`src/rtl/bru_pkg.sv`:
```
`default_nettype none
// ============================================================================
//  Module      : bru_pkg
//  Description : Shared definitions for the branch resolve unit: default
//                geometry, prediction-entry layout helpers and the 2-bit
//                predictor state encodings.
//  Revision    : 1.0 - initial release
// ============================================================================
package bru_pkg;

    localparam int BRU_ADDR_W = 10;
    localparam int BRU_DEPTH  = 4;

    localparam logic [1:0] STATE_SNT = 2'b00;
    localparam logic [1:0] STATE_WNT = 2'b01;
    localparam logic [1:0] STATE_WT  = 2'b10;
    localparam logic [1:0] STATE_ST  = 2'b11;

    // Entry is packed MSB-first as {pc_4, target, state}.
    function automatic int entry_w(input int addr_w);
        return 2 * addr_w + 2;
    endfunction

    function automatic int ptr_w(input int depth);
        return (depth > 1) ? $clog2(depth) : 1;
    endfunction

    function automatic logic pred_taken(input logic [1:0] state);
        return state[1];
    endfunction

endpackage
`default_nettype wire

```
`src/rtl/bru_pred_fifo.sv`:
```
`default_nettype none
// ============================================================================
//  Module      : bru_pred_fifo
//  Description : In-order circular buffer of outstanding predictions with
//                push, pop and whole-queue clear (clear wins over both).
//  Revision    : 1.0 - initial release
// ============================================================================
module bru_pred_fifo
    import bru_pkg::*;
#(
    parameter int WIDTH = 22,
    parameter int DEPTH = 4,
    localparam int PTR_W = ptr_w(DEPTH)
) (
    input  logic             clk,
    input  logic             rst,
    input  logic             push,
    input  logic [WIDTH-1:0] push_data,
    input  logic             pop,
    input  logic             clear,
    output logic [WIDTH-1:0] head_data,
    output logic             full,
    output logic             empty
);

    localparam logic [PTR_W:0] c_full_cnt = (PTR_W + 1)'(DEPTH);

    logic [WIDTH-1:0] r_mem [DEPTH];
    logic [PTR_W-1:0] r_rd_ptr;
    logic [PTR_W-1:0] r_wr_ptr;
    logic [PTR_W:0]   r_count;
    logic             w_push;
    logic             w_pop;

    assign full      = (r_count == c_full_cnt);
    assign empty     = (r_count == '0);
    assign w_push    = push & ~full;
    assign w_pop     = pop & ~empty;
    assign head_data = r_mem[r_rd_ptr];

    // DEPTH is a power of two, so pointer wrap is the natural overflow.
    always_ff @(posedge clk or posedge rst) begin
        if (rst) begin
            r_rd_ptr <= '0;
            r_wr_ptr <= '0;
            r_count  <= '0;
        end else if (clear) begin
            r_rd_ptr <= '0;
            r_wr_ptr <= '0;
            r_count  <= '0;
        end else begin
            if (w_push) r_wr_ptr <= r_wr_ptr + 1'b1;
            if (w_pop)  r_rd_ptr <= r_rd_ptr + 1'b1;
            case ({w_push, w_pop})
                2'b10:   r_count <= r_count + 1'b1;
                2'b01:   r_count <= r_count - 1'b1;
                default: r_count <= r_count;
            endcase
        end
    end

    always_ff @(posedge clk) begin
        if (w_push && !clear) r_mem[r_wr_ptr] <= push_data;
    end

endmodule
`default_nettype wire

```
`src/rtl/branch_resolve_unit.sv`:
```
`default_nettype none
// ============================================================================
//  Module      : branch_resolve_unit
//  Description : Queues fetch-time predictions, compares them with EX outcomes
//                and emits registered BHT update / mispredict redirect strobes.
//                Define BRU_STATS_EN to add branch and mispredict counters.
//  Revision    : 1.0 - initial release
// ============================================================================
module branch_resolve_unit
    import bru_pkg::*;
#(
    parameter int ADDR_W = BRU_ADDR_W,
    parameter int DEPTH  = BRU_DEPTH
) (
    input  logic              clk,
    input  logic              rst,
    input  logic              pred_valid,
    output logic              pred_ready,
    input  logic [ADDR_W-1:0] pred_pc_4,
    input  logic [ADDR_W-1:0] pred_target,
    input  logic [1:0]        pred_state,
    input  logic              res_valid,
    input  logic              res_taken,
    input  logic [ADDR_W-1:0] res_target,
    input  logic              flush,
    output logic              update_en,
    output logic [ADDR_W-1:0] update_pc_4,
    output logic [ADDR_W-1:0] update_pc_remote,
    output logic [1:0]        update_state_old,
    output logic              branch_succ,
    output logic              redirect_en,
    output logic [ADDR_W-1:0] redirect_pc,
    output logic              err_underflow
`ifdef BRU_STATS_EN
    ,
    output logic [15:0]       stat_branches,
    output logic [15:0]       stat_mispred
`endif
);

    localparam int c_entry_w = entry_w(ADDR_W);

    logic [c_entry_w-1:0] w_head;
    logic                 w_full;
    logic                 w_empty;
    logic [ADDR_W-1:0]    w_head_pc_4;
    logic [ADDR_W-1:0]    w_head_target;
    logic [1:0]           w_head_state;
    logic                 w_resolve;
    logic                 w_mispred;

    logic                 r_update_en;
    logic [ADDR_W-1:0]    r_update_pc_4;
    logic [ADDR_W-1:0]    r_update_pc_remote;
    logic [1:0]           r_update_state_old;
    logic                 r_branch_succ;
    logic                 r_redirect_en;
    logic [ADDR_W-1:0]    r_redirect_pc;
    logic                 r_err_underflow;

    assign w_head_pc_4   = w_head[c_entry_w-1 -: ADDR_W];
    assign w_head_target = w_head[ADDR_W+1 -: ADDR_W];
    assign w_head_state  = w_head[1:0];

    // A flush squashes any same-cycle resolution along with the queue.
    assign w_resolve = res_valid & ~w_empty & ~flush;
    assign w_mispred = (res_taken != pred_taken(w_head_state)) |
                       (res_taken & (res_target != w_head_target));

    bru_pred_fifo #(
        .WIDTH (c_entry_w),
        .DEPTH (DEPTH)
    ) u_fifo (
        .clk       (clk),
        .rst       (rst),
        .push      (pred_valid & ~w_full),
        .push_data ({pred_pc_4, pred_target, pred_state}),
        .pop       (w_resolve),
        .clear     (flush | (w_resolve & w_mispred)),
        .head_data (w_head),
        .full      (w_full),
        .empty     (w_empty)
    );

    always_ff @(posedge clk or posedge rst) begin
        if (rst) begin
            r_update_en        <= 1'b0;
            r_update_pc_4      <= '0;
            r_update_pc_remote <= '0;
            r_update_state_old <= '0;
            r_branch_succ      <= 1'b0;
            r_redirect_en      <= 1'b0;
            r_redirect_pc      <= '0;
            r_err_underflow    <= 1'b0;
        end else begin
            r_update_en   <= w_resolve;
            r_redirect_en <= w_resolve & w_mispred;
            if (w_resolve) begin
                r_update_pc_4      <= w_head_pc_4;
                r_update_pc_remote <= res_taken ? res_target : w_head_target;
                r_update_state_old <= w_head_state;
                r_branch_succ      <= res_taken;
                r_redirect_pc      <= res_taken ? res_target : w_head_pc_4;
            end
            if (res_valid && w_empty) r_err_underflow <= 1'b1;
        end
    end

    assign pred_ready       = ~w_full;
    assign update_en        = r_update_en;
    assign update_pc_4      = r_update_pc_4;
    assign update_pc_remote = r_update_pc_remote;
    assign update_state_old = r_update_state_old;
    assign branch_succ      = r_branch_succ;
    assign redirect_en      = r_redirect_en;
    assign redirect_pc      = r_redirect_pc;
    assign err_underflow    = r_err_underflow;

`ifdef BRU_STATS_EN
    logic [15:0] r_stat_branches;
    logic [15:0] r_stat_mispred;

    always_ff @(posedge clk or posedge rst) begin
        if (rst) begin
            r_stat_branches <= '0;
            r_stat_mispred  <= '0;
        end else begin
            if (w_resolve && (r_stat_branches != 16'hFFFF))
                r_stat_branches <= r_stat_branches + 16'd1;
            if (w_resolve && w_mispred && (r_stat_mispred != 16'hFFFF))
                r_stat_mispred <= r_stat_mispred + 16'd1;
        end
    end

    assign stat_branches = r_stat_branches;
    assign stat_mispred  = r_stat_mispred;
`endif

endmodule
`default_nettype wire
```
`config.mk`:
```
export PLATFORM = sky130hd
export DESIGN_NAME = branch_resolve_unit
export DESIGN_NICKNAME = d
export VERILOG_FILES = /design/src/rtl/bru_pkg.sv /design/src/rtl/bru_pred_fifo.sv /design/src/rtl/branch_resolve_unit.sv
export SDC_FILE = /design/constraint.sdc
export NUM_CORES = 1
export LEC_CHECK = 0
export CAP_MARGIN = 10
export CORE_MARGIN = 3
export CORE_UTILIZATION = 59
export DETAILED_ROUTE_END_ITERATION = 10
export PLACE_DENSITY = 0.83
export RECOVER_POWER = 25
export SLEW_MARGIN = 40
export SYNTH_ARGS = -nofsm -noshare
export SYNTH_HDL_FRONTEND = slang
export SYNTH_SLANG_ARGS = --single-unit
```
`constraint.sdc`:
```
create_clock -name clk -period 6.6 [get_ports clk]
set_input_delay 1.32 -clock clk [delete_from_list [all_inputs] [get_ports clk]]
set_output_delay 1.32 -clock clk [all_outputs]
set_load 0.01 [all_outputs]
```
### Yosys cells after proc, flatten, opt, wreduce, memory -nomap -nowiden

Memories as Yosys holds them, arrays and structs flattened.
Cells that the tools add are included.

| word-level totals | value |
|---|---|
| register bits | 43 |
| bits in writable memories | 88 |
| input port bits | 38 |
| word-level logic and storage cells | 50 |
| memories kept | 1 |

| cells by class | value |
|---|---|
| add/sub/neg operators | 4 |
| equality and inequality tests | 5 |
| muxes and demuxes | 10 |
| bitwise operators | 12 |
| reduce and logical (&&, ||, !) cells | 7 |

Memory list:

| name | depth | width | read ports | clocked after Yosys merged registers in | wr ports | RTL line | source |
|---|---|---|---|---|---|---|---|
| u_fifo.r_mem | 4 | 22 | 1 | 0 | 1 | bru_pred_fifo.sv:28 | `logic [WIDTH-1:0] r_mem [DEPTH];` |

Operator list:

| cell | count |
|---|---|
| 10-bit two-way mux | 2 |
| 10-bit inequality test | 1 |
| 2-bit two-way mux | 4 |
| 1-bit AND | 7 |
| 3-bit case mux with 2 select lines | 1 |
| 2-bit by 1-bit adder with 2-bit output, second input constant | 2 |
| 2-bit nonzero test | 2 |
| 3-bit by 1-bit adder with 3-bit output, second input constant | 1 |
| 3-bit equality test, second input constant | 1 |
| 3-bit zero test | 1 |
| 3-bit two-way mux | 1 |
| 1-bit NOT | 3 |
| 3-bit nonzero test | 1 |
| 3-bit by 1-bit subtractor with 3-bit output, second input constant | 1 |
| 2-bit by 1-bit equality test with 1-bit output, second input constant | 1 |
| 2-bit equality test, second input constant | 1 |
| 1-bit logical AND | 2 |
| 1-bit two-way mux | 2 |
| 1-bit OR | 2 |
| 1-bit zero test | 1 |
| 1-bit inequality test | 1 |

### Longest topological paths before layout

Gate-level depths: netlist of run 1.

| logic depth | value |
|---|---|
| depth in word-level cells | 10 |
| mapped depth | 13 |
| depth with buffers taken out | 10 |

### Cells and area by module

From an unflattened synthesis of run 1, not the netlist that was laid out.

| second synthesis, totals | value |
|---|---|
| cell total of the unflattened synthesis | 323 |
| area, all modules | 5440.2 µm² |

By module, submodules not included:

| module | instances | cells each | area an instance (µm²) | sequential area each (µm²) |
|---|---|---|---|---|
| bru_pred_fifo | 1 | 180 | 3761.1 | 2817.7 |
| branch_resolve_unit | 1 | 143 | 1679.1 | 900.9 |

### Worst setup path after synthesis of run 1

Ideal clock, no wire load.

| timing | value |
|---|---|
| path type | input port to flip-flop |
| start | in res_taken |
| end | mem u_fifo.r_mem[0][0] (enable) |
| setup time | 465 ps |
| arrival time | 4620 ps |
| setup slack | 1515 ps |
| stages | 6 |
| buffers on the path | 1 |
| path through | clkbuf_1 -> o21a_1 -> nand4_1 -> nor4_2 -> a31oi_1 -> nor4b_1 |

| on the way | value |
|---|---|
| word-level cells in the longest chain between the ends | 8 |
| elaborated cells on any way between the ends | 9 |

Ends and longest elaborated chain:

| element | RTL line | source |
|---|---|---|
| start: declaration | branch_resolve_unit.sv:23 | `input logic res_taken,` |
| 1-bit inequality test or 1-bit AND (tied branches) | branch_resolve_unit.sv:67, branch_resolve_unit.sv:68 |  |
| 1-bit OR (*) | branch_resolve_unit.sv:67 | `assign w_mispred = (res_taken != pred_taken(w_head_state)) \|` |
| 1-bit AND (*) | branch_resolve_unit.sv:79 | `.clear (flush \| (w_resolve & w_mispred)),` |
| 1-bit OR (*) | branch_resolve_unit.sv:79 |  |
| 1-bit zero test (*) | bru_pred_fifo.sv:63 | `if (w_push && !clear) r_mem[r_wr_ptr] <= push_data;` |
| 1-bit logical AND (*) | bru_pred_fifo.sv:63 |  |
| 1-bit two-way mux (*) | bru_pred_fifo.sv:63 |  |
| 1-bit two-way mux (implied by the code) (*) | bru_pred_fifo.sv:63 |  |
| end: declaration | bru_pred_fifo.sv:28 |  |

Every way passes the cells marked *; elsewhere a longest branch is shown, timed or not.

### Final worst setup path of run 1

| timing | value |
|---|---|
| start | in flush |
| end | reg u_fifo.r_count[2] |

| on the way | value |
|---|---|
| word-level cells in the longest chain between the ends | 6 |
| elaborated cells on any way between the ends | 10 |

Ends and longest elaborated chain:

| element | RTL line | source |
|---|---|---|
| start: declaration | branch_resolve_unit.sv:25 | `input logic flush,` |
| 1-bit NOT | branch_resolve_unit.sv:66 | `assign w_resolve = res_valid & ~w_empty & ~flush;` |
| 1-bit AND | branch_resolve_unit.sv:66 |  |
| 1-bit AND | bru_pred_fifo.sv:38 | `assign w_pop = pop & ~empty;` |
| 2-bit by 1-bit equality test with 1-bit output or 2-bit equality test (tied branches) | bru_pred_fifo.sv:54 | `case ({w_push, w_pop})` |
| 3-bit case mux with 2 select lines | bru_pred_fifo.sv:54 |  |
| 3-bit two-way mux | bru_pred_fifo.sv:47 | `end else if (clear) begin` |
| end signal: assignment | bru_pred_fifo.sv:55 | `2'b10: r_count <= r_count + 1'b1;` |
| end signal: assignment | bru_pred_fifo.sv:56 | `2'b01: r_count <= r_count - 1'b1;` |
| end signal: assignment | bru_pred_fifo.sv:57 | `default: r_count <= r_count;` |
| end: declaration | bru_pred_fifo.sv:31 | `logic [PTR_W:0] r_count;` |

Parallel ways exist; a longest one is shown, timed or not.
A chain may end at the register's enable or synchronous reset.

==> results of run 1 <==
## cell usage after synthesis, drive strengths merged (5+ instances only)
library cell	number
a21oi	7
buf	8
clkbuf	13
dfrtp	43
edfxtp	88
ha	5
inv	9
mux2	5
mux2i	21
mux4	14
nand2	62
nor2	6
nor3	9
o211ai	5
o21a	6
o21ai	15
xnor2	10
xor2	9
## final timing paths
check / slack [ns] / endpoint / cells after the start / start
hold / removal: 0.48 / redirect_pc[3]$_DFFE_PP0N_ / 2 / redirect_pc[3]$_DFFE_PP0N_
hold reg to reg: 0.48 / redirect_pc[3]$_DFFE_PP0N_ / 2 / redirect_pc[3]$_DFFE_PP0N_
max in group asynchronous: 4.99 / update_pc_remote[5]$_DFFE_PP0N_ / 3 / rst
setup reg to reg: 3.38 / u_fifo.r_mem[3][7]$_DFFE_PP_ / 9 / u_fifo.r_rd_ptr[0]$_DFFE_PP0P_
min in group asynchronous: 1.25 / update_state_old[0]$_DFFE_PP0N_ / 3 / rst
setup / recovery: 2.35 / u_fifo.r_count[2]$_DFFE_PP0P_ / 11 / flush
## flip-flops by register name, summed over array words and instances (netlist names)
register / count
u_fifo.r_mem: 88
redirect_pc: 10
update_pc_4: 10
update_pc_remote: 10
u_fifo.r_count: 3
u_fifo.r_rd_ptr: 2
u_fifo.r_wr_ptr: 2
update_state_old: 2
branch_succ: 1
err_underflow: 1
redirect_en: 1
update_en: 1
## cell type report
type | count | share of cell area [%]
clock inverters | 14 | 2.03
clock buffers | 18 | 6.11
multi-input cells | 204 | 23.1
flip-flops and latches | 131 | 54.4
repair buffers | 83 | 11.8
inverters | 10 | 0.549
well taps | 108 | 1.98
## layer usage
| layer | vias up | part of all wire [%] |
|---|---|---|
| li1 | 1499 | - |
| met1 | 1581 | 44 |
| met2 | 125 | 49 |
| met3 | 12 | 5.9 |
| met4 | 0 | 1.6 |
| met5 | - | 0 |
## worst max-delay path, stage by stage
cell             delay [ns]
clkdlybuf4s50_1        0.72
or3b_2                 0.90
inv_1                  0.18
buf_4                  0.31
ha_1                   0.26
inv_1                  0.07
fa_1                   0.39
xor2_1                 0.16
nor2_1                 0.11
xnor2_1                0.13
nor3_1                 0.06
## power by group through the flow
stage	clock (mW)	sequential (mW)	combinational, mW
2_1_floorplan	0	1.13	0.233
3_3_place_gp	0	1.09	0.551
3_5_place_dp	0	1.10	0.564
4_1_cts	0.879	1.08	0.569
5_1_grt	0.916	1.10	0.621
6_report	0.866	1.08	0.563
## kinds of logic after synthesis
family          share of synthesized area [%]
mux                                      10.7
buf+inv                                  2.77
compound gates                           5.35
simple gates                             8.09
flops                                    68.5
fa+ha+maj                                1.52
xor+xnor                                 3.07
==> out/results.ini, run 1 <==
[synthesis]
synth_edf_count = 88
yosysSeqAreaShare_pct = 68.5
synthTopCellsByArea = edfxtp_1 49%, dfrtp_1 20%, mux4_2 5.8%
yosysUniqueCellTypes = 41
async_reset_ff_share_pct = 32.8
yosys_most_used_dff = edfxtp_1
ys_seq_elements = 131
netlist.top_cell.by_area = edfxtp_1
yosys.area.top_type_share_pct = 48.7
syn_area_per_cell_um2 = 14.8
syn_area_um2 = 5430
yosysWarnings = 0
synthCells = 366
synth_nets = 410

[cells_and_area]
seqCellArea_um2 = 3720
area_delta_synth_final_pct = 26.0
final_common_cell = edfxtp_1
final_cell_mix = 88 x edfxtp_1, 62 x nand2_1, 53 x clkdlybuf4s50_1
multi_input_area_um2 = 1580
drive_above_1_share_pct = 13.7
fill_cells = 525
fin_cells = 568
antennaDiodeCount = 0
stdcell_area_um2 = 6840
fin_util_pct = 77.3
fin_nets = 491

[pwr]
p_clk_share_pct = 34.5
p_leak_nw = 2.53
combPwrFrac_pct = 22.4
p_seq_share_pct = 43.1
vdd_drop_max_uv = 203
p_total_mw = 2.51
p_int_mw = 1.84
power_density_nw_per_um2 = 367
p_switching_mw = 0.671
p_sw_share_pct = 26.7

[sta]
rsz0062_at_grt = false
setup_viol = 0
fin_crit_sh_pct = 64.4
holdWs_ns = 0.476
slew_viol_final = 0
fmax_mhz = 235
hold_violations = 0
fin_tns_setup_ns = 0
period_needed_ns = 4.25
finalWorstSetupSlack_ns = 2.35
tightest_slew_ns = 0.704
fin_worst_skew_ns = 0.0115
relSlewSlack_pct = 53.1

[routing]
drc = 0
wl_per_cell_um = 19.2
viasPerCell = 5.66
first_iter_violations = 208
vias = 3217
totalWireLength_um = 10900
ant_nets = 0
drtPass1Iterations = 5

[global_route]
grt_max_degree = 44
antenna_found_initial = 0
grt_overflow = 0
busiest_layer = met2
grtUsageMet3_pct = 7.30
grt_pass1_vias = 3246
grt_pass1_wl_um = 17100
use_met2_pct = 35.4
met1_usage_pct = 30.9
track_usage_pct = 22.9

[worst_setup_path]
worst_ep_arrival_time_ns = 4.63
crit_type = in2reg
setup.worst_path.end_class = flip-flop
required_ns = 6.97
worst-path-max-fanout = 42
startpoint_type = input pin

[clock_tree]
cts_tree = yes
clkSinkCount = 131
cts-buffers-inserted = 17
path_clk_slew_ns = 0.06
cts_resized = 0
cts_setup_buffers = 0
clk_latency_ns = 0.52
root_buffer = clkbuf_8
htree_levels = 4
hold_buffers = 0
cts_buffer_depth = 2

[run_status]
status = complete, no violations

[flow_run]
drv_cap = 0

[placement]
port_buffers = 74
pre_cts_slack_ns = 1.89
finalWeightedCongestion = 0.810
place_inst = 536
hpwl_um = 6880
post_dp_cell_area_um2 = 6280

[floorplanning]
dieArea_um2 = 10400
initial_core_util_pct = 61.4
coreArea_um2 = 8850
dieHeight_um = 102
die_x_um = 102
rows = 34
ios = 75

[worst_hold_path]
hp-class = reg2reg

Note: power is estimated with default switching activity, not from simulation.
==> run 2, diff against run 1 <==
CORE_UTILIZATION = 54   (was 59)
PLACE_DENSITY = 0.77   (was 0.83)
clock period = 4.4 ns   (was 6.6 ns; I/O delays follow)
==> out/results.ini, run 2 (synthesized netlist as in run 1, its figures left out) <==
[cells_and_area]
antennaDiodeCount = 0
fill_cells = 638
final_common_cell = edfxtp_1
largest_register_ffs = 88
final_cell_mix = 88 x edfxtp_1, 62 x nand2_1, 54 x clkdlybuf4s50_1
seqCellArea_um2 = 3720
fin_util_pct = 72.9
drive_above_1_share_pct = 14.9
multi_input_area_um2 = 1580
area_delta_synth_final_pct = 27.5
largest-register = u_fifo.r_mem
fin_nets = 494

[clock_tree]
path_clk_slew_ns = 0.06
cts_setup_buffers = 0
hold_buffers = 0
cts_buffer_depth = 2
clkSinkCount = 131
cts_tree = yes
cts_resized = 0
cts-buffers-inserted = 17
clk_latency_ns = 0.52
htree_levels = 4
root_buffer = clkbuf_8

[routing]
wl_per_cell_um = 18.7
vias = 3195
top_layer = met4
wl_met1_um = 4670
first_iter_violations = 188
drc = 0
totalWireLength_um = 11100
viasPerCell = 5.40
route.met3.wl_um = 709
drtPass1Iterations = 4
route.met2.wl_um = 5520
ant_nets = 0

[floorplanning]
ios = 75
die_x_um = 106
rows = 35
dieArea_um2 = 11300
dieHeight_um = 106
initial_core_util_pct = 57.1
coreArea_um2 = 9500

[worst_setup_path]
cp.depth = 7
worst_ep_arrival_time_ns = 3.43
critPathSlowestCell = mux4_2
setup.worst_path.end_class = flip-flop
required_ns = 4.58
cp_common_cell = buf_4
worst-path-max-fanout = 33
crit_type = reg2reg
startpoint_type = flip-flop
max_stage_delay_ns = 0.64
reg2reg_depth = 7
cp.buffers_inverters = 3
crit_family = buffers and inverters
path_cells = buf_4 > mux4_2 > o21ai_0 > a31oi_1 > buf_4 > nor4b_2 > buf_4

[placement]
port_buffers = 74
hpwl_um = 7340
finalWeightedCongestion = 0.768

[worst_hold_path]
whs_path_depth = 1
hp-class = reg2reg

[global_route]
antenna_found_initial = 0
grt_max_degree = 44
grt_pass1_vias = 3360
track_usage_pct = 21.5
grt_pass1_wl_um = 18000
grt_overflow = 0

[sta]
rsz0062_at_grt = false
hold_violations = 0
setup_viol = 0
period_needed_ns = 3.24
fin_worst_skew_ns = 0.00924
relSlewSlack_pct = 65.2
tightest_slew_ns = 0.523
fin_crit_sh_pct = 73.7
holdWs_ns = 0.461
fmax_mhz = 308
slew_viol_final = 0

[run_status]
status = complete, no violations

[pwr]
combPwrFrac_pct = 22.0
vdd_drop_max_uv = 276
power_density_nw_per_um2 = 556
p_leak_nw = 2.57
p_seq_share_pct = 41.9
p_int_mw = 2.83
p_switching_mw = 1.02
p_clk_share_pct = 36.1
p_sw_share_pct = 26.6

[flow_run]
drv_cap = 0

[run 2: final cells by class]
class	count	share of cell area, %
Sequential cell	131	53.7
Tap cell	129	2.33
Inverter	10	0.542
Clock buffer	17	5.98
Timing Repair Buffer	86	12.0
Multi-Input combinational cell	204	22.8
Clock inverter	15	2.60
[run 2: metrics by stage]
step / worst slack [ns] / cells / area [um2] / TNS [ns] / total power [mW]
finish: 1.16 / 592 / 6920 / 0 / 3.85
global route: 0.958 / 592 / 6920 / 0 / 4.05
CTS: 1.15 / 592 / 6920 / 0 / 3.89
detailed placement: 0.974 / 560 / 6330 / 0 / 2.50
global placement: 1.03 / 560 / 6330 / 0 / 2.47
floorplan: -0.245 / 366 / 5430 / -10.76 / 2.05
[run 2: path summary, 6_finish.rpt]
check	start	to	slack, ns
worst max register to register	u_fifo.r_rd_ptr[0]$_DFFE_PP0P_	u_fifo.r_mem[2][5]$_DFFE_PP_	1.16
worst min register to register	err_underflow$_DFFE_PP0P_	err_underflow$_DFFE_PP0P_	0.46
worst min-delay path	err_underflow$_DFFE_PP0P_	err_underflow$_DFFE_PP0P_	0.46
min in group asynchronous	rst	update_pc_4[6]$_DFFE_PP0N_	0.80
worst max-delay path	u_fifo.r_rd_ptr[0]$_DFFE_PP0P_	u_fifo.r_mem[2][5]$_DFFE_PP_	1.16
max in group asynchronous	rst	u_fifo.r_rd_ptr[1]$_DFFE_PP0P_	3.24
[run 2: worst reg2reg max path, cell delays in order, from the launching register on]
cell	delay [ns]
dfrtp_1	0.56
buf_4	0.45
mux4_2	0.66
o21ai_0	0.25
a31oi_1	0.08
buf_4	0.21
nor4b_2	0.31
buf_4	0.38
[run 2: power by group through the flow]
stage / registers [mW] / logic [mW] / clock network [mW]
6_report: 1.61 / 0.849 / 1.39
5_1_grt: 1.64 / 0.931 / 1.48
4_1_cts: 1.62 / 0.864 / 1.41
3_5_place_dp: 1.64 / 0.858 / 0
3_3_place_gp: 1.63 / 0.838 / 0
2_1_floorplan: 1.70 / 0.350 / 0
[run 2: layer usage]
metal / global-route usage (%) / vias to the layer above
li1: - / 1514
met1: 28.2 / 1552
met2: 34.5 / 115
met3: 6.13 / 14
met4: 7.59 / 0
met5: 0 / -
